<file path="config.mk">
export PLATFORM = sky130hd
export DESIGN_NAME = adc_snapshot_buffer
export DESIGN_NICKNAME = d
export VERILOG_FILES = /design/src/rtl/adc_snapshot_buffer.sv
export SDC_FILE = /design/constraint.sdc
export NUM_CORES = 2
export LEC_CHECK = 0
export CAP_MARGIN = 20
export CORE_UTILIZATION = 50
export DETAILED_ROUTE_END_ITERATION = 8
export PLACE_DENSITY = 0.77
export SYNTH_ARGS = -nofsm -noshare
export SYNTH_HDL_FRONTEND = slang
export SYNTH_SLANG_ARGS = --single-unit
</file>
<file path="constraint.sdc">
create_clock -name clk -period 11.8 [get_ports clk]
set_clock_uncertainty 0.2 [all_clocks]
set_input_delay 3.54 -clock clk [delete_from_list [all_inputs] [get_ports clk]]
set_output_delay 3.54 -clock clk [all_outputs]
set_load 0.01 [all_outputs]
</file>
<file path="src/rtl/adc_snapshot_buffer.sv">
// Triggered snapshot buffer for one ADC lane: arm, wait for trigger, capture a burst
// of words, then drain them one at a time on a registered valid/ready stream.
module adc_snapshot_buffer #(
  parameter int DATA_W = 128,
  parameter int DEPTH  = 16,
  parameter int LEN_W  = $clog2(DEPTH) + 1
) (
  input  logic              clk,
  input  logic              rst,
  input  logic              arm,
  input  logic              trig,
  input  logic [LEN_W-1:0]  cap_len,
  input  logic [DATA_W-1:0] s_data,
  input  logic              s_valid,
  output logic [DATA_W-1:0] out_data,
  output logic              out_valid,
  input  logic              out_ready,
  output logic [1:0]        state_out,
  output logic [LEN_W-1:0]  words_left,
  output logic [31:0]       trig_delay,
  output logic              done
);

  localparam int PTR_W = $clog2(DEPTH);

  typedef enum logic [1:0] {
    IDLE    = 2'd0,
    ARMED   = 2'd1,
    CAPTURE = 2'd2,
    DRAIN   = 2'd3
  } state_t;

  state_t            state_r, state_s;
  logic [PTR_W-1:0]  wr_ptr_r, wr_ptr_s;
  logic [PTR_W-1:0]  rd_ptr_r, rd_ptr_s;
  logic [LEN_W-1:0]  len_r, len_s;
  logic [LEN_W-1:0]  words_left_r, words_left_s;
  logic [31:0]       trig_delay_r, trig_delay_s;
  logic              out_valid_r, out_valid_s;
  logic [DATA_W-1:0] out_data_r, out_data_s;
  logic              done_r, done_s;
  logic              we_s;
  logic [LEN_W-1:0]  len_clamped_s;
  logic [PTR_W-1:0]  rd_ptr_inc_s;
  logic [DATA_W-1:0] mem_r [DEPTH];

  // Next-state, pointer and output-register logic.
  always_comb begin
    state_s       = state_r;
    wr_ptr_s      = wr_ptr_r;
    rd_ptr_s      = rd_ptr_r;
    len_s         = len_r;
    words_left_s  = words_left_r;
    trig_delay_s  = trig_delay_r;
    out_valid_s   = out_valid_r;
    out_data_s    = out_data_r;
    done_s        = 1'b0;
    we_s          = 1'b0;
    rd_ptr_inc_s  = rd_ptr_r + {{(PTR_W-1){1'b0}}, 1'b1};

    if ((cap_len == {LEN_W{1'b0}}) || (cap_len > LEN_W'(DEPTH))) begin
      len_clamped_s = LEN_W'(DEPTH);
    end else begin
      len_clamped_s = cap_len;
    end

    if (arm) begin
      state_s      = ARMED;
      len_s        = len_clamped_s;
      wr_ptr_s     = {PTR_W{1'b0}};
      rd_ptr_s     = {PTR_W{1'b0}};
      words_left_s = {LEN_W{1'b0}};
      trig_delay_s = 32'd0;
      out_valid_s  = 1'b0;
      out_data_s   = {DATA_W{1'b0}};
    end else begin
      case (state_r)
        IDLE: begin
          state_s = IDLE;
        end
        ARMED: begin
          if (trig_delay_r != 32'hFFFF_FFFF) begin
            trig_delay_s = trig_delay_r + 32'd1;
          end else begin
            trig_delay_s = trig_delay_r;
          end
          if (trig) begin
            state_s = CAPTURE;
            we_s    = s_valid;
          end else begin
            state_s = ARMED;
          end
        end
        CAPTURE: begin
          we_s = s_valid;
        end
        DRAIN: begin
          if (out_ready && out_valid_r) begin
            rd_ptr_s     = rd_ptr_inc_s;
            words_left_s = words_left_r - LEN_W'(1);
            if (words_left_r == LEN_W'(1)) begin
              done_s      = 1'b1;
              state_s     = IDLE;
              out_valid_s = 1'b0;
            end else begin
              out_data_s = mem_r[rd_ptr_inc_s];
            end
          end else begin
            state_s = DRAIN;
          end
        end
        default: begin
          state_s = IDLE;
        end
      endcase

      // Final write preloads word 0; forward s_data when it is that word.
      if (we_s) begin
        wr_ptr_s     = wr_ptr_r + {{(PTR_W-1){1'b0}}, 1'b1};
        words_left_s = words_left_r + LEN_W'(1);
        if ((words_left_r + LEN_W'(1)) == len_r) begin
          state_s     = DRAIN;
          out_valid_s = 1'b1;
          if (wr_ptr_r == rd_ptr_r) begin
            out_data_s = s_data;
          end else begin
            out_data_s = mem_r[rd_ptr_r];
          end
        end else begin
          out_valid_s = 1'b0;
        end
      end else begin
        we_s = 1'b0;
      end
    end
  end

  // Control and output registers.
  always_ff @(posedge clk or negedge rst) begin
    if (!rst) begin
      state_r      <= IDLE;
      wr_ptr_r     <= {PTR_W{1'b0}};
      rd_ptr_r     <= {PTR_W{1'b0}};
      len_r        <= {LEN_W{1'b0}};
      words_left_r <= {LEN_W{1'b0}};
      trig_delay_r <= 32'd0;
      out_valid_r  <= 1'b0;
      out_data_r   <= {DATA_W{1'b0}};
      done_r       <= 1'b0;
    end else begin
      state_r      <= state_s;
      wr_ptr_r     <= wr_ptr_s;
      rd_ptr_r     <= rd_ptr_s;
      len_r        <= len_s;
      words_left_r <= words_left_s;
      trig_delay_r <= trig_delay_s;
      out_valid_r  <= out_valid_s;
      out_data_r   <= out_data_s;
      done_r       <= done_s;
    end
  end

  // Capture storage; contents need no reset.
  always_ff @(posedge clk) begin
    if (we_s) begin
      mem_r[wr_ptr_r] <= s_data;
    end
  end

  assign out_data   = out_data_r;
  assign out_valid  = out_valid_r;
  assign state_out  = state_r;
  assign words_left = words_left_r;
  assign trig_delay = trig_delay_r;
  assign done       = done_r;

endmodule

</file>
# Yosys cells after proc, flatten, opt, wreduce, memory -nomap -nowiden
# Memories as Yosys holds them, arrays and structs flattened.
# Cells that the tools add are included.
[word_totals] reg_bits=182 ramBits=2048 out_inout_bits=169 wordCells=83 n_memories=1
[mem_list] memory="mem_r" words=16 word_bits=128 read_ports=2 rd_clocked_by_memory_dff=0 write_ports=1 line_no="45" rtl="logic [DATA_W-1:0] mem_r [DEPTH];"
[classes] n_addsub=5 magnitude_cmp=1 n_eq_ne=7 muxes=44 n_reduce_logical=16
[op_table] operator="128-bit two-way mux" count=7
[op_table] operator="32-bit two-way mux" count=3
[op_table] operator="32-bit by 1-bit adder with 32-bit output (second input constant)" count=1
[op_table] operator="32-bit inequality test (second input constant)" count=1
[op_table] operator="5-bit two-way mux" count=5
[op_table] operator="4-bit two-way mux" count=5
[op_table] operator="1-bit two-way mux" count=16
[op_table] operator="2-bit two-way mux" count=6
[op_table] operator="2-bit nonzero test" count=5
[op_table] operator="3-bit nonzero test" count=3
[op_table] operator="4-bit by 1-bit adder with 4-bit output (second input constant)" count=2
[op_table] operator="2-bit one-hot mux with 3 select lines" count=1
[op_table] operator="2-bit AND reduction" count=3
[op_table] operator="5-bit by 1-bit adder with 5-bit output (second input constant)" count=1
[op_table] operator="5-bit by 1-bit equality test with 1-bit output (second input constant)" count=1
[op_table] operator="5-bit equality test" count=1
[op_table] operator="5-bit > comparator (second input constant)" count=1
[op_table] operator="5-bit logical NOT" count=1
[op_table] operator="5-bit by 1-bit subtractor with 5-bit output (second input constant)" count=1
[op_table] operator="2-bit equality test (second input constant)" count=2
[op_table] operator="4-bit equality test" count=1
[op_table] operator="3-bit AND reduction" count=1
[op_table] operator="2-bit by 1-bit equality test with 1-bit output (second input constant)" count=1
[op_table] operator="2-bit logical NOT" count=1
[op_table] operator="other kinds (3)" count=3

# Logic depth before layout (Yosys ltp)
# An unclocked memory read counts as a cell.
[depth] depth_word=8 depth_mapped=10 ltp_nobuf=7

# Worst setup path before layout
# Ideal clock, no wire load.
[synth_timing] path_kind="in2reg" start="input s_valid" end="memory mem_r[0][0], enable pin" t_arrival_ps=13005 required_time_ps=10828 slack_ps=-2176 cell_stages=6 path_buffers=1 cell_sequence="nand2b_1 > or2_2 > clkbuf_1 > nor2_1 > nand2_1 > nor3_1"
[synth_between] elab_chain_cells=7
[synth_rtl] element="from (decl)" line_no="14" rtl="input logic s_valid,"
[synth_rtl] element="1-bit two-way mux" line_no="87" rtl="if (trig) begin"
[synth_rtl] element="1-bit one-hot mux with 2 select lines *" line_no="77" rtl="case (state_r)"
[synth_rtl] element="1-bit two-way mux *" line_no="67" rtl="if (arm) begin"
[synth_rtl] element="1-bit two-way mux *" line_no="118" rtl="if (we_s) begin"
[synth_rtl] element="1-bit two-way mux *" line_no="67"
[synth_rtl] element="1-bit two-way mux *" line_no="165" rtl="if (we_s) begin"
[synth_rtl] element="1-bit two-way mux (implied by the code) *" line_no="166" rtl="mem_r[wr_ptr_r] <= s_data;"
[synth_rtl] element="to (decl)" line_no="45"
# Mark *: on every way between the ends. The rest lies on a longest branch, timed or not. The select of a mux whose other input is x is not followed.

# Final worst setup path
[layout_timing] start="input s_valid" end="memory mem_r[12][79], enable pin"
# The elaborated chain is that of the path after synthesis.

==> flow_metrics.py <==
metrics = {
    "clock_tree": {
        "postCtsSetupRepairBufs": 0,
        "clockBufferDepth": 3,
        "numClockSinks": 2230,
        "cts_tree": "done",
        "post_cts_resized": 0,
        "clkLatencyLatePin_ns": 0.89,
        "cts_made_buffers": 218,
        "cts_hold_buf": 0,
        "clk_pin_slew_ns": 0.06,
        "htree_levels": 4,
        "ctsRootBufferMaster": "clkbuf_16",
    },
    "worst_setup_path": {
        "crit_family": "buffers and inverters",
        "worstSetupPathType": "in -> reg",
        "cp_common_cell": "buf_4",
        "crit_chain": "clkdlybuf4s50_1, nand2b_1, or2_2, nor2_1, nand2_1, nor2_4, buf_4, buf_4",
        "worstPathMaxFanout": 44,
        "cpPeakStageDelay_ns": 0.85,
        "critPathCaptureType": "flip-flop",
        "worstSetupStartpointType": "input port",
        "crit_slowest_cell": "buf_4",
        "crit_required_ns": 12.06,
        "cp.arrival_ns": 7.27,
        "cp_num_buf_inv": 3,
    },
    "timing": {
        "setup_tns_ns": 0,
        "final_hold_viol_count": 0,
        "tightest_slew_ns": 1.21,
        "finalCritPeriodShare": 0.594,
        "finalCriticalPeriod_ns": 7.01,
        "slew_viol_final": 0,
        "fmax_mhz": 143,
        "finalSetupViolations": 0,
        "maxSlewHeadroom": 0.194,
        "rsz0062_at_grt": "no",
    },
    "floorplan": {
        "num_io_pins": 308,
        "dieWidth_um": 454,
        "dieArea_mm2": 0.206,
        "fp-row-count": 165,
        "core_area_mm2": 0.202,
        "die_h_um": 454,
        "initial_core_util": 0.504,
    },
    "logic_synthesis": {
        "avgSynthCellArea_um2": 18.8,
        "synth_edf_count": 2048,
        "synthCells": 5437,
        "ys_seq_area_frac": 0.648,
        "synthesis.area_mm2": 0.102,
        "ys_async_sr_fraction": 0.0816,
        "yosys_register_bits": 2230,
        "yosys_most_used_dff": "edfxtp_1",
        "synth_nets": 5590,
        "ys_warn_count": 0,
        "synth.distinct_cells": 58,
    },
    "grt": {
        "grt_first_pass_wirelength_mm": 420,
        "grt_pass1_vias": 62400,
        "antenna_found_initial": 37,
        "grt-ovfl-total": 0,
        "grt_max_degree": 192,
        "grt_usage": 0.279,
    },
    "detailed_routing": {
        "viasPerCell": 7.14,
        "drt-pass1-iter-count": 6,
        "routed_wl_mm": 288,
        "vias": 60600,
        "drtAntennaViolNets": 0,
        "avgRoutedWirePerCell_um": 33.9,
        "drc": 0,
        "drt_iter0_drc": 8258,
    },
    "finish": {
        "layout_commonest_cell": "edfxtp_1",
        "fin_util": 0.569,
        "areaGrowthSynthToFinish_pct": 12.8,
        "final_nets": 5747,
        "drive_gt1_frac": 0.260,
        "final_cell_mix": "2048 x edfxtp_1, 1024 x mux4_2, 305 x clkdlybuf4s50_1",
        "nFillCells": 14400,
    },
    "power_and_ir_drop": {
        "max-vdd-ir-drop_mv": 0.162,
        "powerDensity_mw_per_mm2": 145,
        "p_leak_nw": 33.8,
    },
    "flow_run": {
        "maxCapViolCount": 0,
    },
    "place": {
        "io_buffers": 307,
        "gp_congestion": 0.803,
        "hpwl_mm": 153,
    },
    "worst_hold_path": {
        "hold_class": "reg -> reg",
    },
    "run_status": {
        "status": "finished, final reports clean",
    },
}
[flip-flops by register name, indices dropped and copies added, names as in the netlist]
signal      flops
mem_r        2048
out_data      128
trig_delay     32
len_r           5
words_left      5
rd_ptr_r        4
wr_ptr_r        4
state_out       2
done            1
out_valid       1
[layer usage]
layer | part of all wire | routed length (um) | vias up | track usage
met2 | 0.48 | 139000 | 4628 | 0.445
met5 | 0.00049 | 141 | - | 0
li1 | - | - | 23700 | -
met1 | 0.35 | 100000 | 31400 | 0.364
met3 | 0.12 | 34400 | 854 | 0.0649
met4 | 0.049 | 14100 | 22 | 0.133
[synth_stat cells, types with 3 or more instances]
cell / number / share of area
and3_1: 6 / 0.00037
xnor2_1: 20 / 0.0017
buf_6: 3 / 0.00033
nor2b_1: 5 / 0.00031
o22ai_1: 259 / 0.016
a211oi_1: 5 / 0.00037
ha_1: 14 / 0.0017
or3_1: 134 / 0.0082
clkbuf_1: 206 / 0.0076
buf_4: 16 / 0.0012
a31oi_1: 3 / 0.00018
buf_2: 208 / 0.010
nor2_1: 47 / 0.0017
o211ai_1: 130 / 0.0096
or4_1: 10 / 0.00074
nand2_1: 156 / 0.0057
nand2b_1: 8 / 0.00049
mux2i_1: 128 / 0.013
or2_2: 3 / 0.00018
o31ai_1: 9 / 0.00066
and4_1: 6 / 0.00052
xor2_1: 11 / 0.00094
a31o_2: 4 / 0.00034
nand4_1: 6 / 0.00037
inv_1: 14 / 0.00052
mux4_2: 1024 / 0.23
nor3_1: 11 / 0.00054
a21oi_1: 283 / 0.014
edfxtp_1: 2048 / 0.60
o21ai_0: 7 / 0.00034
buf_1: 41 / 0.0015
a2bb2oi_1: 127 / 0.011
dfrtp_1: 182 / 0.045
nand3_1: 274 / 0.013
[path summary, 6_finish.rpt]
check                                from             end  slack [ns]  cells past startpoint
max in group asynchronous             rst     rd_ptr_r[1]        7.37                      2
min in group asynchronous             rst   out_data[119]        2.48                      1
hold / removal             trig_delay[27]  trig_delay[27]        0.37                      2
setup / recovery                  s_valid   mem_r[12][79]        4.79                      8
setup reg to reg              rd_ptr_r[0]    out_data[44]        5.66                      8
hold reg to reg            trig_delay[27]  trig_delay[27]        0.37                      2
[cell families after synthesis]
group,Yosys count,synth area share
mux,1155,0.239
buf+inv,488,0.0213
xor+xnor,33,0.00306
compound gates,836,0.0530
simple gates,681,0.0340
flops,2230,0.648
fa+ha+maj,14,0.00172
[worst register-to-register path, stage by stage (launching register included)]
cell,delay [ns]
dfrtp_4,1.07
buf_4,0.90
buf_4,0.82
buf_4,0.89
buf_4,0.97
mux4_2,0.65
mux2i_1,0.24
o211ai_1,0.11
a2bb2oi_1,0.18
[metrics by stage]
step	hold slack [ns]	area (um2)	setup WS (ns)	instances	power [W]
floorplan	0.316	102000	1.26	5437	0.00918
global route	0.410	115000	4.76	8480	0.0170
global placement	0.349	107000	3.98	8044	0.00951
CTS	0.374	115000	4.90	8461	0.0167
finish	0.375	115000	4.79	8487	0.0166
detailed placement	0.366	107000	4.03	8045	0.00953
[where the power goes]
group          switching [W]  leakage, nW  internal, W  total, W
logic               0.000425         9.21     0.000207  0.000632
registers          0.0000482         20.9      0.00870   0.00875
clock network        0.00307         3.64      0.00418   0.00725
[area by class of cell]
type	count	area, um2	share of cell area
Sequential cell	2230	66100	0.574
Inverter	14	52.6	0.000457
Clock inverter	130	1620	0.0141
Tap cell	2672	3340	0.0291
Antenna cell	25	62.6	0.000544
Multi-Input combinational cell	2719	34000	0.295
Clock buffer	286	5870	0.0510
Timing Repair Buffer	411	4060	0.0353
(Power assumes the default switching activity.)
